### src/rtl/uart_frame_tx.sv
// -----------------------------------------------------------------------------
// uart_frame_tx
//
// Framing stage that sits directly in front of a byte-wide UART transmitter.
// Payload bytes from a sensor are collected into a small buffer. When a frame
// closes (s_last, or the buffer is full) the block emits
//     SOF_BYTE, LEN, payload[0..LEN-1], CHK
// on a valid/ready byte stream, where CHK is the XOR of LEN and every payload
// byte.
//
// Ports
//   clk       in   system clock (only clock of the block)
//   rst       in   synchronous reset, active-high
//   s_data    in   payload byte from the sensor
//   s_valid   in   s_data valid
//   s_last    in   marks the final payload byte of a frame
//   s_ready   out  block can accept a payload byte (only while collecting)
//   tx_data   out  byte towards uart_tx
//   tx_valid  out  tx_data valid
//   tx_ready  in   uart_tx accepts the byte
//   busy      out  a frame is in progress (first accepted byte .. CHK accepted)
//   overflow  out  one-cycle pulse when a frame was closed at MAX_LEN
//                  without s_last
// -----------------------------------------------------------------------------
module uart_frame_tx #(
  parameter int                    DATA_WIDTH = 8,
  parameter int                    MAX_LEN    = 16,
  parameter logic [DATA_WIDTH-1:0] SOF_BYTE   = DATA_WIDTH'(8'hAA)
) (
  input  logic                  clk,
  input  logic                  rst,
  input  logic [DATA_WIDTH-1:0] s_data,
  input  logic                  s_valid,
  input  logic                  s_last,
  output logic                  s_ready,
  output logic [DATA_WIDTH-1:0] tx_data,
  output logic                  tx_valid,
  input  logic                  tx_ready,
  output logic                  busy,
  output logic                  overflow
);

  // Counter width must hold MAX_LEN itself; buffer address only 0..MAX_LEN-1.
  localparam int CW = $clog2(MAX_LEN + 1);
  localparam int AW = (MAX_LEN > 1) ? $clog2(MAX_LEN) : 1;

  typedef enum logic [2:0] {
    ST_COLLECT  = 3'd0,
    ST_SEND_SOF = 3'd1,
    ST_SEND_LEN = 3'd2,
    ST_SEND_PAY = 3'd3,
    ST_SEND_CHK = 3'd4
  } state_t;

  state_t                state_reg;
  logic [CW-1:0]         count_reg;     // payload bytes collected so far
  logic [CW-1:0]         last_idx_reg;  // index of the final payload byte
  logic [CW-1:0]         rd_idx_reg;    // index of the payload byte on tx_data
  logic [DATA_WIDTH-1:0] len_reg;
  logic [DATA_WIDTH-1:0] chk_reg;       // running XOR of payload bytes
  logic [DATA_WIDTH-1:0] tx_data_reg;
  logic                  tx_valid_reg;
  logic                  s_ready_reg;
  logic                  busy_reg;
  logic                  overflow_reg;

  logic [DATA_WIDTH-1:0] buf_mem [0:MAX_LEN-1];

  logic                  in_fire;
  logic                  tx_fire;
  logic                  at_full;
  logic                  closing;
  logic [CW-1:0]         rd_next;
  logic [AW-1:0]         wr_addr;
  logic [AW-1:0]         rd_addr;

  // s_ready is only ever high in COLLECT, so in_fire implies COLLECT.
  assign in_fire = s_valid && s_ready_reg;
  assign tx_fire = tx_valid_reg && tx_ready;

  // The byte currently being accepted is the MAX_LEN-th one.
  assign at_full = (count_reg == CW'(MAX_LEN - 1));
  assign closing = in_fire && (s_last || at_full);

  assign rd_next = rd_idx_reg + CW'(1);
  assign wr_addr = count_reg[AW-1:0];
  assign rd_addr = rd_next[AW-1:0];

  // Payload storage: plain write port, read only through the registered
  // tx_data path below, so it maps onto RAM-style storage where available.
  always_ff @(posedge clk) begin
    if (in_fire) begin
      buf_mem[wr_addr] <= s_data;
    end
  end

  // Single FSM with registered outputs. tx_data is always loaded one step
  // ahead (on the transfer of the previous byte) so the output stays stable
  // through any amount of backpressure.
  always_ff @(posedge clk) begin
    if (rst) begin
      state_reg    <= ST_COLLECT;
      count_reg    <= '0;
      last_idx_reg <= '0;
      rd_idx_reg   <= '0;
      len_reg      <= '0;
      chk_reg      <= '0;
      tx_data_reg  <= '0;
      tx_valid_reg <= 1'b0;
      s_ready_reg  <= 1'b0;
      busy_reg     <= 1'b0;
      overflow_reg <= 1'b0;
    end else begin
      overflow_reg <= 1'b0;

      case (state_reg)
        ST_COLLECT: begin
          s_ready_reg  <= 1'b1;
          tx_valid_reg <= 1'b0;
          if (in_fire) begin
            chk_reg   <= chk_reg ^ s_data;
            busy_reg  <= 1'b1;
            count_reg <= count_reg + CW'(1);
            if (closing) begin
              len_reg      <= DATA_WIDTH'(count_reg) + DATA_WIDTH'(1);
              last_idx_reg <= count_reg;
              // Forced close: the next accepted byte starts a fresh frame.
              overflow_reg <= !s_last;
              s_ready_reg  <= 1'b0;
              tx_valid_reg <= 1'b1;
              tx_data_reg  <= SOF_BYTE;
              state_reg    <= ST_SEND_SOF;
            end
          end
        end

        ST_SEND_SOF: begin
          if (tx_fire) begin
            tx_data_reg <= len_reg;
            state_reg   <= ST_SEND_LEN;
          end
        end

        ST_SEND_LEN: begin
          if (tx_fire) begin
            tx_data_reg <= buf_mem[0];
            rd_idx_reg  <= '0;
            state_reg   <= ST_SEND_PAY;
          end
        end

        ST_SEND_PAY: begin
          if (tx_fire) begin
            if (rd_idx_reg == last_idx_reg) begin
              // chk_reg already covers every payload byte; fold in LEN.
              tx_data_reg <= chk_reg ^ len_reg;
              state_reg   <= ST_SEND_CHK;
            end else begin
              tx_data_reg <= buf_mem[rd_addr];
              rd_idx_reg  <= rd_next;
            end
          end
        end

        ST_SEND_CHK: begin
          if (tx_fire) begin
            tx_valid_reg <= 1'b0;
            tx_data_reg  <= '0;
            count_reg    <= '0;
            chk_reg      <= '0;
            busy_reg     <= 1'b0;
            s_ready_reg  <= 1'b1;
            state_reg    <= ST_COLLECT;
          end
        end

        default: begin
          state_reg    <= ST_COLLECT;
          tx_valid_reg <= 1'b0;
          s_ready_reg  <= 1'b0;
        end
      endcase
    end
  end

  assign s_ready  = s_ready_reg;
  assign tx_data  = tx_data_reg;
  assign tx_valid = tx_valid_reg;
  assign busy     = busy_reg;
  assign overflow = overflow_reg;

endmodule

### config.mk
export PLATFORM = sky130hd
export DESIGN_NAME = uart_frame_tx
export DESIGN_NICKNAME = d
export VERILOG_FILES = /design/src/rtl/uart_frame_tx.sv
export SDC_FILE = /design/constraint.sdc
export NUM_CORES = 1
export LEC_CHECK = 0
export BUFFER_PORTS_ARGS = -buffer_cell sky130_fd_sc_hd__buf_2
export CAP_MARGIN = 40
export CORE_MARGIN = 4
export CORE_UTILIZATION = 55
export DETAILED_ROUTE_END_ITERATION = 8
export GPL_ROUTABILITY_DRIVEN = 1
export PLACE_DENSITY = 0.73
export SLEW_MARGIN = 10
export SYNTH_ARGS = -nofsm -noshare
export SYNTH_HDL_FRONTEND = slang
export SYNTH_SLANG_ARGS = --single-unit
### constraint.sdc
create_clock -name clk -period 2.5 [get_ports clk]
set_clock_uncertainty 0.1 [all_clocks]
set_input_delay 0.375 -clock clk [delete_from_list [all_inputs] [get_ports clk]]
set_output_delay 0.375 -clock clk [all_outputs]
set_load 0.1 [all_outputs]
==> results.yml, run 1 <==
placement:
  port_buffers: 24
  place.gp.congestion: 0.914
  detailed_place_hpwl_um: 11900
setup_path:
  rr_startpoint: "rd_idx_reg[0]$_SDFFE_PP0P_"
  r2r_slack_ps: 160
  worst_setup_path_start_kind: "flip-flop"
  crit_fanout: 28
  cp_data_arrival_time_ps: 2520
  r2r_end: "tx_data[6]$_SDFFE_PP0P_"
  path_class: "flip-flop to flip-flop"
  rr_worst_depth: 6
  cp_data_required_time_ps: 2680
  critical_path.endpoint_type: "flip-flop"
worst_hold_path:
  hold_end: "overflow$_SDFF_PP0_"
  min_path_type: "primary input to flip-flop"
  hold_start: "s_last"
  whs_path_depth: 2
synth:
  post_synth_num_cell_types: 59
  synthArstFlopShare: 0
  syn_area_per_cell_um2: 14.1
  yosys_register_bits: 172
  synth-edff-count: 128
  ys_seq_area_frac: 0.631
  syn_nets: 551
  synth_cells: 532
  yosys_warnings: 0
  synth_ff_type: "edfxtp_1"
  netlist_area_um2: 7490
timing:
  period_share: 0.935
  setup_tns_ps: 0
  fmax_ghz: 0.428
  drv_slew: 0
  period_needed_ps: 2340
  finalSetupViolCount: 0
  whs_ps: 33.6
  relSlewSlack: 0.530
  hold_viol: 0
  rsz0062_at_grt: "false"
  worst_pin_slew_ps: 697
cells_and_area:
  area_growth_pct: 13.0
  fillers: 966
  fin_nets: 586
  multi_input_area_um2: 2570
  diodes: 0
  largest_register_ffs: 128
  seqCellArea_um2: 4730
  layout-drive-gt1-share: 0.203
clock_tree:
  cts_tree: "done"
  ctsHoldBuffers: 0
  clock_latency_ps: 440
  cts_buffer_depth: 2
  path_clk_slew_ps: 70
  cts_buffers: 17
  root_buffer: "clkbuf_16"
  htree_levels: 4
  cts_num_sinks: 172
  cts_resized: 0
  postCtsSetupRepairBufs: 0
detailed_routing:
  met1Wirelength_um: 7590
  route.detailed.drc: 0
  drt_iter0_markers: 494
  wl_um: 17500
  dr.pass1.iters: 5
  top_layer: "met4"
  route.met3.wl_um: 1140
  met2WireLength_um: 8480
  vias_per_cell: 6.21
  wl_per_cell_um: 23.1
  final_antenna_net_count: 0
  routed-via-count: 4695
pwr:
  power_frac_clock: 0.437
  power_density_nw_per_um2: 717
  p_comb_frac: 0.048
  p_leak_nw: 2.78
  switchingPower_mw: 1.40
  vdd_drop_max_v: 0.000639
  p_sw_frac: 0.231
  power_mw: 6.07
  seq_power_share: 0.515
  p_int_mw: 4.66
floorplan:
  die_x_um: 125
  ios: 25
  fp.dieArea_um2: 15500
  fp.coreArea_um2: 13300
  fp.dieH_um: 125
  initial_utilization: 0.563
  rows: 42
grt:
  antenna_found_initial: 0
  grt_max_degree: 35
  grt_pass1_vias: 4778
  grt_pass1_wl_um: 27500
  grt_remaining_overflow: 0
  track_usage: 0.235
status:
  status: "finished clean"
flow_run:
  maxCapViolCount: 0
[placed cells by master (no fill, tap or decap), drive strengths merged, types with 3 or more instances in the layout]
master | Yosys | routed
nor2 | 29 | 29
buf | 12 | 47
mux4 | 34 | 34
ha | 6 | 6
a21oi | 51 | 51
nand3 | 8 | 8
mux2 | 6 | 6
dfxtp | 44 | 44
a31oi | 10 | 10
nor2b | 13 | 13
nor4 | 3 | 3
xor2 | 6 | 6
o2bb2ai | 3 | 3
nand2 | 24 | 24
nand2b | 10 | 10
a211oi | 5 | 5
nor3 | 13 | 13
inv | 9 | 13
clkbuf | 19 | 18
and2 | 20 | 20
xnor2 | 8 | 8
o21ai | 19 | 19
nand3b | 9 | 9
and3 | 3 | 3
o31ai | 3 | 3
edfxtp | 128 | 128
o21a | 3 | 3
a22oi | 11 | 11
clkinv | 0 | 8
[cells in the mapped netlist (8+ instances only)]
cell type  number  area, µm²
nand3b_1        9       67.6
nand2_1        24       90.1
nor2_1         29        109
a31oi_1        10       62.6
mux4_2         27        608
o21ai_0        19       95.1
dfxtp_1        44        881
a21oi_1        51        255
inv_1           8       30.0
clkbuf_1       18       67.6
nor3_1         13       65.1
edfxtp_1      128       3840
nor2b_1        13       81.3
nand2b_1       10       62.6
and2_1         20        125
a22oi_1        11       82.6
[worst max path at each step]
stage / slack, ps / cells past startpoint / from / to
global route: 100 / 6 / rd_idx_reg[0]$_SDFFE_PP0P_ / tx_data[6]$_SDFFE_PP0P_
global placement: 260 / 6 / rd_idx_reg[0]$_SDFFE_PP0P_ / tx_data[6]$_SDFFE_PP0P_
CTS: 180 / 6 / rd_idx_reg[0]$_SDFFE_PP0P_ / tx_data[6]$_SDFFE_PP0P_
detailed placement: 190 / 6 / rd_idx_reg[0]$_SDFFE_PP0P_ / tx_data[6]$_SDFFE_PP0P_
finish: 160 / 6 / rd_idx_reg[0]$_SDFFE_PP0P_ / tx_data[6]$_SDFFE_PP0P_
floorplan: 60 / 4 / s_ready$_SDFFE_PP0P_ / tx_data[7]$_SDFFE_PP0P_
[critical path, stage by stage (launching register included)]
cell       delay, ps
dfxtp_2          350
ha_1             330
buf_12           200
mux4_2           330
mux4_2           480
a22oi_1          250
a2111oi_2        110
[final cells by class]
class | count | share of cell area
flip-flops and latches | 172 | 0.559
repair buffers | 47 | 0.0376
clock inverters | 14 | 0.0192
clock buffers | 18 | 0.0507
multi-input cells | 320 | 0.304
well taps | 176 | 0.0260
inverters | 9 | 0.00399
[power by group through the flow]
stage	clock network, mW	logic [mW]	registers [mW]
after floorplan	0	0.121	3.25
after global placement	0	0.280	3.19
after detailed placement	0	0.288	3.19
after CTS	2.66	0.289	3.12
after global routing	2.80	0.313	3.13
final	2.65	0.292	3.13
[metal layers]
layer / global-route usage / vias to the layer above
li1: - / 2127
met1: 0.326 / 2354
met2: 0.373 / 186
met5: 0 / -
met3: 0.0600 / 28
met4: 0.0625 / 0
[through the flow]
step / utilization / setup slack, ps / area (µm²) / cells
6_report: 0.636 / 162 / 8460 / 756
4_1_cts: 0.636 / 181 / 8460 / 756
2_1_floorplan: - / 60.5 / 7490 / 532
5_1_grt: 0.636 / 101 / 8460 / 756
3_5_place_dp: 0.592 / 188 / 7870 / 724
3_3_place_gp: 0.592 / 258 / 7870 / 724
[kinds of logic after synthesis]
logic type | share of synthesized area
flip-flops | 0.631
AND/OR/NAND/NOR | 0.100
AO/OA/AOI/OAI | 0.0976
multiplexers | 0.116
buffers and inverters | 0.0259
XOR/XNOR | 0.0189
adder cells (fa/ha/maj) | 0.0100
Note: power is estimated with default switching activity, not from simulation.
==> run 2, diff against run 1 <==
--- a/config.mk
+++ b/config.mk
@@ -11,7 +11,7 @@
 export CORE_UTILIZATION = 55
 export DETAILED_ROUTE_END_ITERATION = 8
 export GPL_ROUTABILITY_DRIVEN = 1
-export PLACE_DENSITY = 0.73
+export PLACE_DENSITY = 0.76
 export SLEW_MARGIN = 10
 export SYNTH_ARGS = -nofsm -noshare
 export SYNTH_HDL_FRONTEND = slang
==> constraint.sdc (replaced) <==
create_clock -name clk -period 1.9 [get_ports clk]
set_clock_uncertainty 0.1 [all_clocks]
set_input_delay 0.285 -clock clk [delete_from_list [all_inputs] [get_ports clk]]
set_output_delay 0.285 -clock clk [all_outputs]
set_load 0.1 [all_outputs]
==> run 2 against run 1 <==
  * The run now ends with negative setup slack left
  * Worst hold slack gained 130 ps
  * Count of clock-buffer cells in the layout shrank 1
  * Sequential power grew 31%
  * Non-clock buffer count grew 57
  * First-iteration DRC count grew 33%
  * Power grew 31%
  * Core utilization grew 6.3 points
  * Wire length grew 12%
  * Via count grew 8.5%
  * Fmax grew 9.8%
  * Clock power grew 27%
  * Setup slack lost 390 ps
  * Largest power group unchanged
==> results.yml, run 2 (synthesis results as in run 1) <==
timing:
  period_needed_ps: 2130
  drv_slew: 0
  fin_ws_ps: -230
  finalSetupViolCount: 9
  rsz0062_at_grt: "true"
  fmax_ghz: 0.470
  relSlewSlack: 0.510
  period_share: 1.12
  hold_viol: 0
  worst_pin_slew_ps: 735
placement:
  dp_cells: 774
  port_buffers: 24
  place.gp.congestion: 0.904
  detailed_place_hpwl_um: 13000
  dpl_cell_area_um2: 8460
floorplan:
  fp.coreArea_um2: 13300
  rows: 42
  fp.dieArea_um2: 15500
  ios: 25
  initial_utilization: 0.563
  die_x_um: 125
  fp.dieH_um: 125
flow_run:
  maxCapViolCount: 0
clock_tree:
  cts_buffer_depth: 2
  clock_latency_ps: 440
  path_clk_slew_ps: 70
  cts_tree: "done"
  htree_levels: 4
  cts_num_sinks: 172
  root_buffer: "clkbuf_16"
  cts_buffers: 17
pwr:
  p_sw_frac: 0.226
  p_leak_nw: 3.11
  switchingPower_mw: 1.79
  p_int_mw: 6.13
  seq_power_share: 0.519
  power_frac_clock: 0.425
  power_density_nw_per_um2: 852
  vdd_drop_max_v: 0.000604
  p_comb_frac: 0.056
detailed_routing:
  final_antenna_net_count: 0
  dr.pass1.iters: 5
  vias_per_cell: 6.26
  wl_um: 19600
  drt_iter0_markers: 659
  wl_per_cell_um: 24.1
  routed-via-count: 5094
  route.detailed.drc: 0
status:
  status: "complete, but fails checks"
  violations: "negative setup slack"
setup_path:
  cp_data_required_time_ps: 2120
  critical_path.endpoint_type: "flip-flop"
  path_class: "flip-flop to flip-flop"
  cp_data_arrival_time_ps: 2350
  crit_fanout: 8
  worst_setup_path_start_kind: "flip-flop"
grt:
  grt_pass1_vias: 5032
  grt_max_degree: 35
  grt_remaining_overflow: 0
  track_usage: 0.261
  grt_pass1_wl_um: 30200
  antenna_found_initial: 2
cells_and_area:
  final_cells: 814
  fillers: 844
  largest_register_ffs: 128
  fin_nets: 644
  layout-drive-gt1-share: 0.349
  layout_commonest_cell: "edfxtp_1"
  area_growth_pct: 24.2
  design_area_um2: 9300
  most-common-layout-cells: "128 x edfxtp_1, 55 x buf_4, 49 x a21oi_1"
worst_hold_path:
  min_path_type: "primary input to flip-flop"
==> run 2: changes by cell type in the layout (fill, tap and decap cells not counted), moves of 4 or more <==
| cell | delta |
|---|---|
| buf_6 | +9 |
| mux4_2 | +5 |
| buf_12 | +12 |
| dfxtp_1 | -7 |
| nor3_1 | -6 |
| mux4_1 | -5 |
| dfxtp_4 | +4 |
| o21ai_0 | -5 |
| buf_4 | +34 |
| nor3_2 | +6 |
==> run 2: layout make-up <==
cell class | count | area (µm²) | share of cell area
clock inverter | 14 | 145 | 0.0156
multi-input combinational | 321 | 2770 | 0.298
clock buffer | 17 | 425 | 0.0458
timing repair buffer | 104 | 952 | 0.102
tap | 176 | 220 | 0.0237
antenna | 1 | 2.50 | 0.000269
sequential | 172 | 4740 | 0.510
inverter | 9 | 33.8 | 0.00363
==> run 2: power groups by stage <==
stage | registers [mW] | clock network, mW | logic (mW)
3_5_place_dp | 4.19 | 0 | 0.413
5_1_grt | 4.11 | 3.59 | 0.469
3_3_place_gp | 4.19 | 0 | 0.404
6_report | 4.11 | 3.37 | 0.440
4_1_cts | 4.11 | 3.40 | 0.424
2_1_floorplan | 4.27 | 0 | 0.165
==> run 2: repair_timing <==
| action | CTS | global route |
|---|---|---|
| cloned | 1 | 1 |
| setup endpoints to repair | 23 | 37 |
| hold endpoints to repair | 1 | 0 |
| gates resized for setup | 29 | 25 |
| pin swaps | 11 | 8 |
| buffers inserted | 1 | 4 |
| hold buffers | 1 | 0 |
==> run 2: path summary, 6_finish.rpt <==
path	endpoint	cells after the start	slack, ps	from
setup reg to reg	tx_data[6]$_SDFFE_PP0P_	6	-230	rd_idx_reg[0]$_SDFFE_PP0P_
setup / recovery	tx_data[6]$_SDFFE_PP0P_	6	-230	rd_idx_reg[0]$_SDFFE_PP0P_
hold reg to reg	last_idx_reg[1]$_SDFFE_PP0P_	2	380	last_idx_reg[1]$_SDFFE_PP0P_
hold / removal	buf_mem[11][6]$_DFFE_PP_	1	160	s_data[6]
==> run 2: stage by stage <==
step           worst slack (ps)  total power [mW]  TNS [ps]  hold slack [ps]   util
2_1_floorplan              -181              4.44      -754              264      -
3_3_place_gp               -316              4.59     -1980              360  0.637
3_5_place_dp               -312              4.61     -2380              362  0.637
4_1_cts                    -242              7.94     -1470              137  0.689
5_1_grt                    -291              8.17     -2220              149  0.699
6_report                   -230              7.92     -1460              159  0.699
==> run 2: layer usage <==
layer  up-vias  global-route usage  wire (µm)
met5         -                   0          0
met3        39              0.0622       1550
li1       2239                   -          -
met4         0              0.0890        448
met1      2578               0.343       7660
met2       238               0.429       9930
==> run 2: worst max-delay path, cell delays in order (launching register included) <==
cell	delay (ps)
dfxtp_4	370
ha_4	320
buf_12	150
mux4_2	330
mux4_2	480
a22oi_2	180
a2111oi_2	90
==> run 3, diff against run 2 <==
--- a/config.mk
+++ b/config.mk
@@ -5,13 +5,13 @@
 export SDC_FILE = /design/constraint.sdc
 export NUM_CORES = 1
 export LEC_CHECK = 0
-export BUFFER_PORTS_ARGS = -buffer_cell sky130_fd_sc_hd__buf_2
 export CAP_MARGIN = 40
 export CORE_MARGIN = 4
 export CORE_UTILIZATION = 55
 export DETAILED_ROUTE_END_ITERATION = 8
+export DONT_BUFFER_PORTS = 1
 export GPL_ROUTABILITY_DRIVEN = 1
-export PLACE_DENSITY = 0.76
+export PLACE_DENSITY = 0.74
 export SLEW_MARGIN = 10
 export SYNTH_ARGS = -nofsm -noshare
 export SYNTH_HDL_FRONTEND = slang
==> run 3 against run 2 <==
  * Sequential power about the same
  * Setup slack lost 70 ps
  * Critical path type unchanged
  * Highest routed layer unchanged
  * Non-clock buffer count down 16
  * Via count rose by 1.0%
  * Combinational power hardly changed
  * The run still ends with negative setup slack left
  * Clock power grew 9.2%
  * Critical endpoint is now tx_data[0]$_SDFFE_PP0P_
  * Fmax down 3.2%
==> results.yml, run 3 (synthesis results as in run 1) <==
clock_tree:
  root_buffer: "clkbuf_16"
  cts_buffer_depth: 2
  cts_num_sinks: 172
  cts_buffers: 17
  path_clk_slew_ps: 70
  cts_tree: "done"
  htree_levels: 4
  clock_latency_ps: 430
timing:
  rsz0062_at_grt: "true"
  period_share: 1.16
  fin_ws_ps: -300
  worst_pin_slew_ps: 820
  whs_ps: 18.1
  period_needed_ps: 2200
  hold_viol: 0
  relSlewSlack: 0.452
  drv_slew: 0
  fmax_ghz: 0.454
  finalSetupViolCount: 10
pwr:
  power_density_nw_per_um2: 891
  vdd_drop_max_v: 0.000770
  power_mw: 8.24
  p_leak_nw: 3.07
status:
  violations: "negative setup slack"
  status: "complete, but fails checks"
setup_path:
  critical_path.endpoint_type: "flip-flop"
  crit_fanout: 8
  worst_setup_path_start_kind: "flip-flop"
  rr_worst_depth: 8
  path_class: "flip-flop to flip-flop"
  cp_data_arrival_time_ps: 2400
  cp_data_required_time_ps: 2100
grt:
  grt_pass1_vias: 5033
  antenna_found_initial: 0
  grt_pass1_wl_um: 31000
  grt_max_degree: 44
  grt_remaining_overflow: 0
  track_usage: 0.269
cells_and_area:
  layout_commonest_cell: "edfxtp_1"
  most-common-layout-cells: "128 x edfxtp_1, 59 x buf_4, 51 x a21oi_1"
  diodes: 0
  area_growth_pct: 23.5
  layout-drive-gt1-share: 0.297
  fin_nets: 627
  design_area_um2: 9240
  largest_register_ffs: 128
detailed_routing:
  dr.pass1.iters: 5
  route.detailed.drc: 0
  vias_per_cell: 6.46
  final_antenna_net_count: 0
  wl_um: 20400
  routed-via-count: 5146
  drt_iter0_markers: 594
  wl_per_cell_um: 25.6
floorplan:
  fp.coreArea_um2: 13300
  fp.dieH_um: 125
  die_x_um: 125
  fp.dieArea_um2: 15500
  ios: 25
  rows: 42
  initial_utilization: 0.563
placement:
  place.gp.congestion: 0.935
  dpl_cell_area_um2: 8190
  detailed_place_hpwl_um: 12500
  port_buffers: 0
worst_hold_path:
  whs_path_depth: 3
  min_path_type: "primary input to flip-flop"
flow_run:
  maxCapViolCount: 0
[run 3: cell count changes in the layout (fill, tap and decap cells not counted), sizes merged]
| cell | change |
|---|---|
| clkinv | -3 |
| diode | -1 |
| bufinv | +2 |
| clkinvlp | +1 |
| buf | -27 |
| bufbuf | +1 |
| nand2 | -1 |
| dlygate4sd3 | +10 |
[run 3: power by group]
| group | internal, mW | total (mW) | switching (mW) |
|---|---|---|---|
| clock network | 2.20 | 3.68 | 1.48 |
| logic | 0.137 | 0.441 | 0.304 |
| registers | 4.07 | 4.11 | 0.0419 |
[run 3: per-layer routing]
metal  vias to the layer above  wire [µm]  share of wire  global-route usage
li1                       2206          -              -                   -
met1                      2587       8020           0.39               0.358
met2                       309      10100           0.49               0.430
met3                        44       1770          0.086              0.0742
met4                         0        548          0.027              0.0896
met5                         -          0              0                   0
[run 3: path summary, 6_finish.rpt]
path	from	end	slack [ps]
max	count_reg[1]$_SDFFE_PP0P_	tx_data[0]$_SDFFE_PP0P_	-300
min	s_data[5]	chk_reg[5]$_SDFFE_PP0P_	20
max reg2reg	count_reg[1]$_SDFFE_PP0P_	tx_data[0]$_SDFFE_PP0P_	-300
min reg2reg	last_idx_reg[1]$_SDFFE_PP0P_	last_idx_reg[1]$_SDFFE_PP0P_	370
[run 3: area by class of cell]
class	instances	area [µm²]
Timing Repair Buffer	88	883
Inverter	9	33.8
Sequential cell	172	4740
Multi-Input combinational cell	320	2750
Tap cell	176	220
Clock inverter	14	193
Fill cell	902	4050
Clock buffer	17	425
[run 3: through the flow]
step | worst slack [ps] | cells | setup TNS (ps) | utilization
final | -300 | 796 | -1750 | 0.695
after CTS | -232 | 791 | -1490 | 0.686
after detailed placement | -331 | 743 | -2370 | 0.616
after global placement | -288 | 743 | -1800 | 0.616
after floorplan | -181 | 532 | -754 | -
after global routing | -354 | 796 | -2870 | 0.695
[run 3: critical path, cell delays in order, from the launching register on]
cell and delay (ps):
dfxtp_4 360, ha_4 130, and3_4 190, ha_4 120, o211ai_1 120, a221o_2 540
o2bb2ai_2 180, nor3_2 210, a21oi_1 110
[run 3: what timing repair did]
action                     CTS  global route
cloned                       3             0
hold endpoints to repair   171             0
buffers inserted             2             5
resized for setup           20            23
setup endpoints to repair   23            53
hold buffers                12             0
pin swaps                   10             6
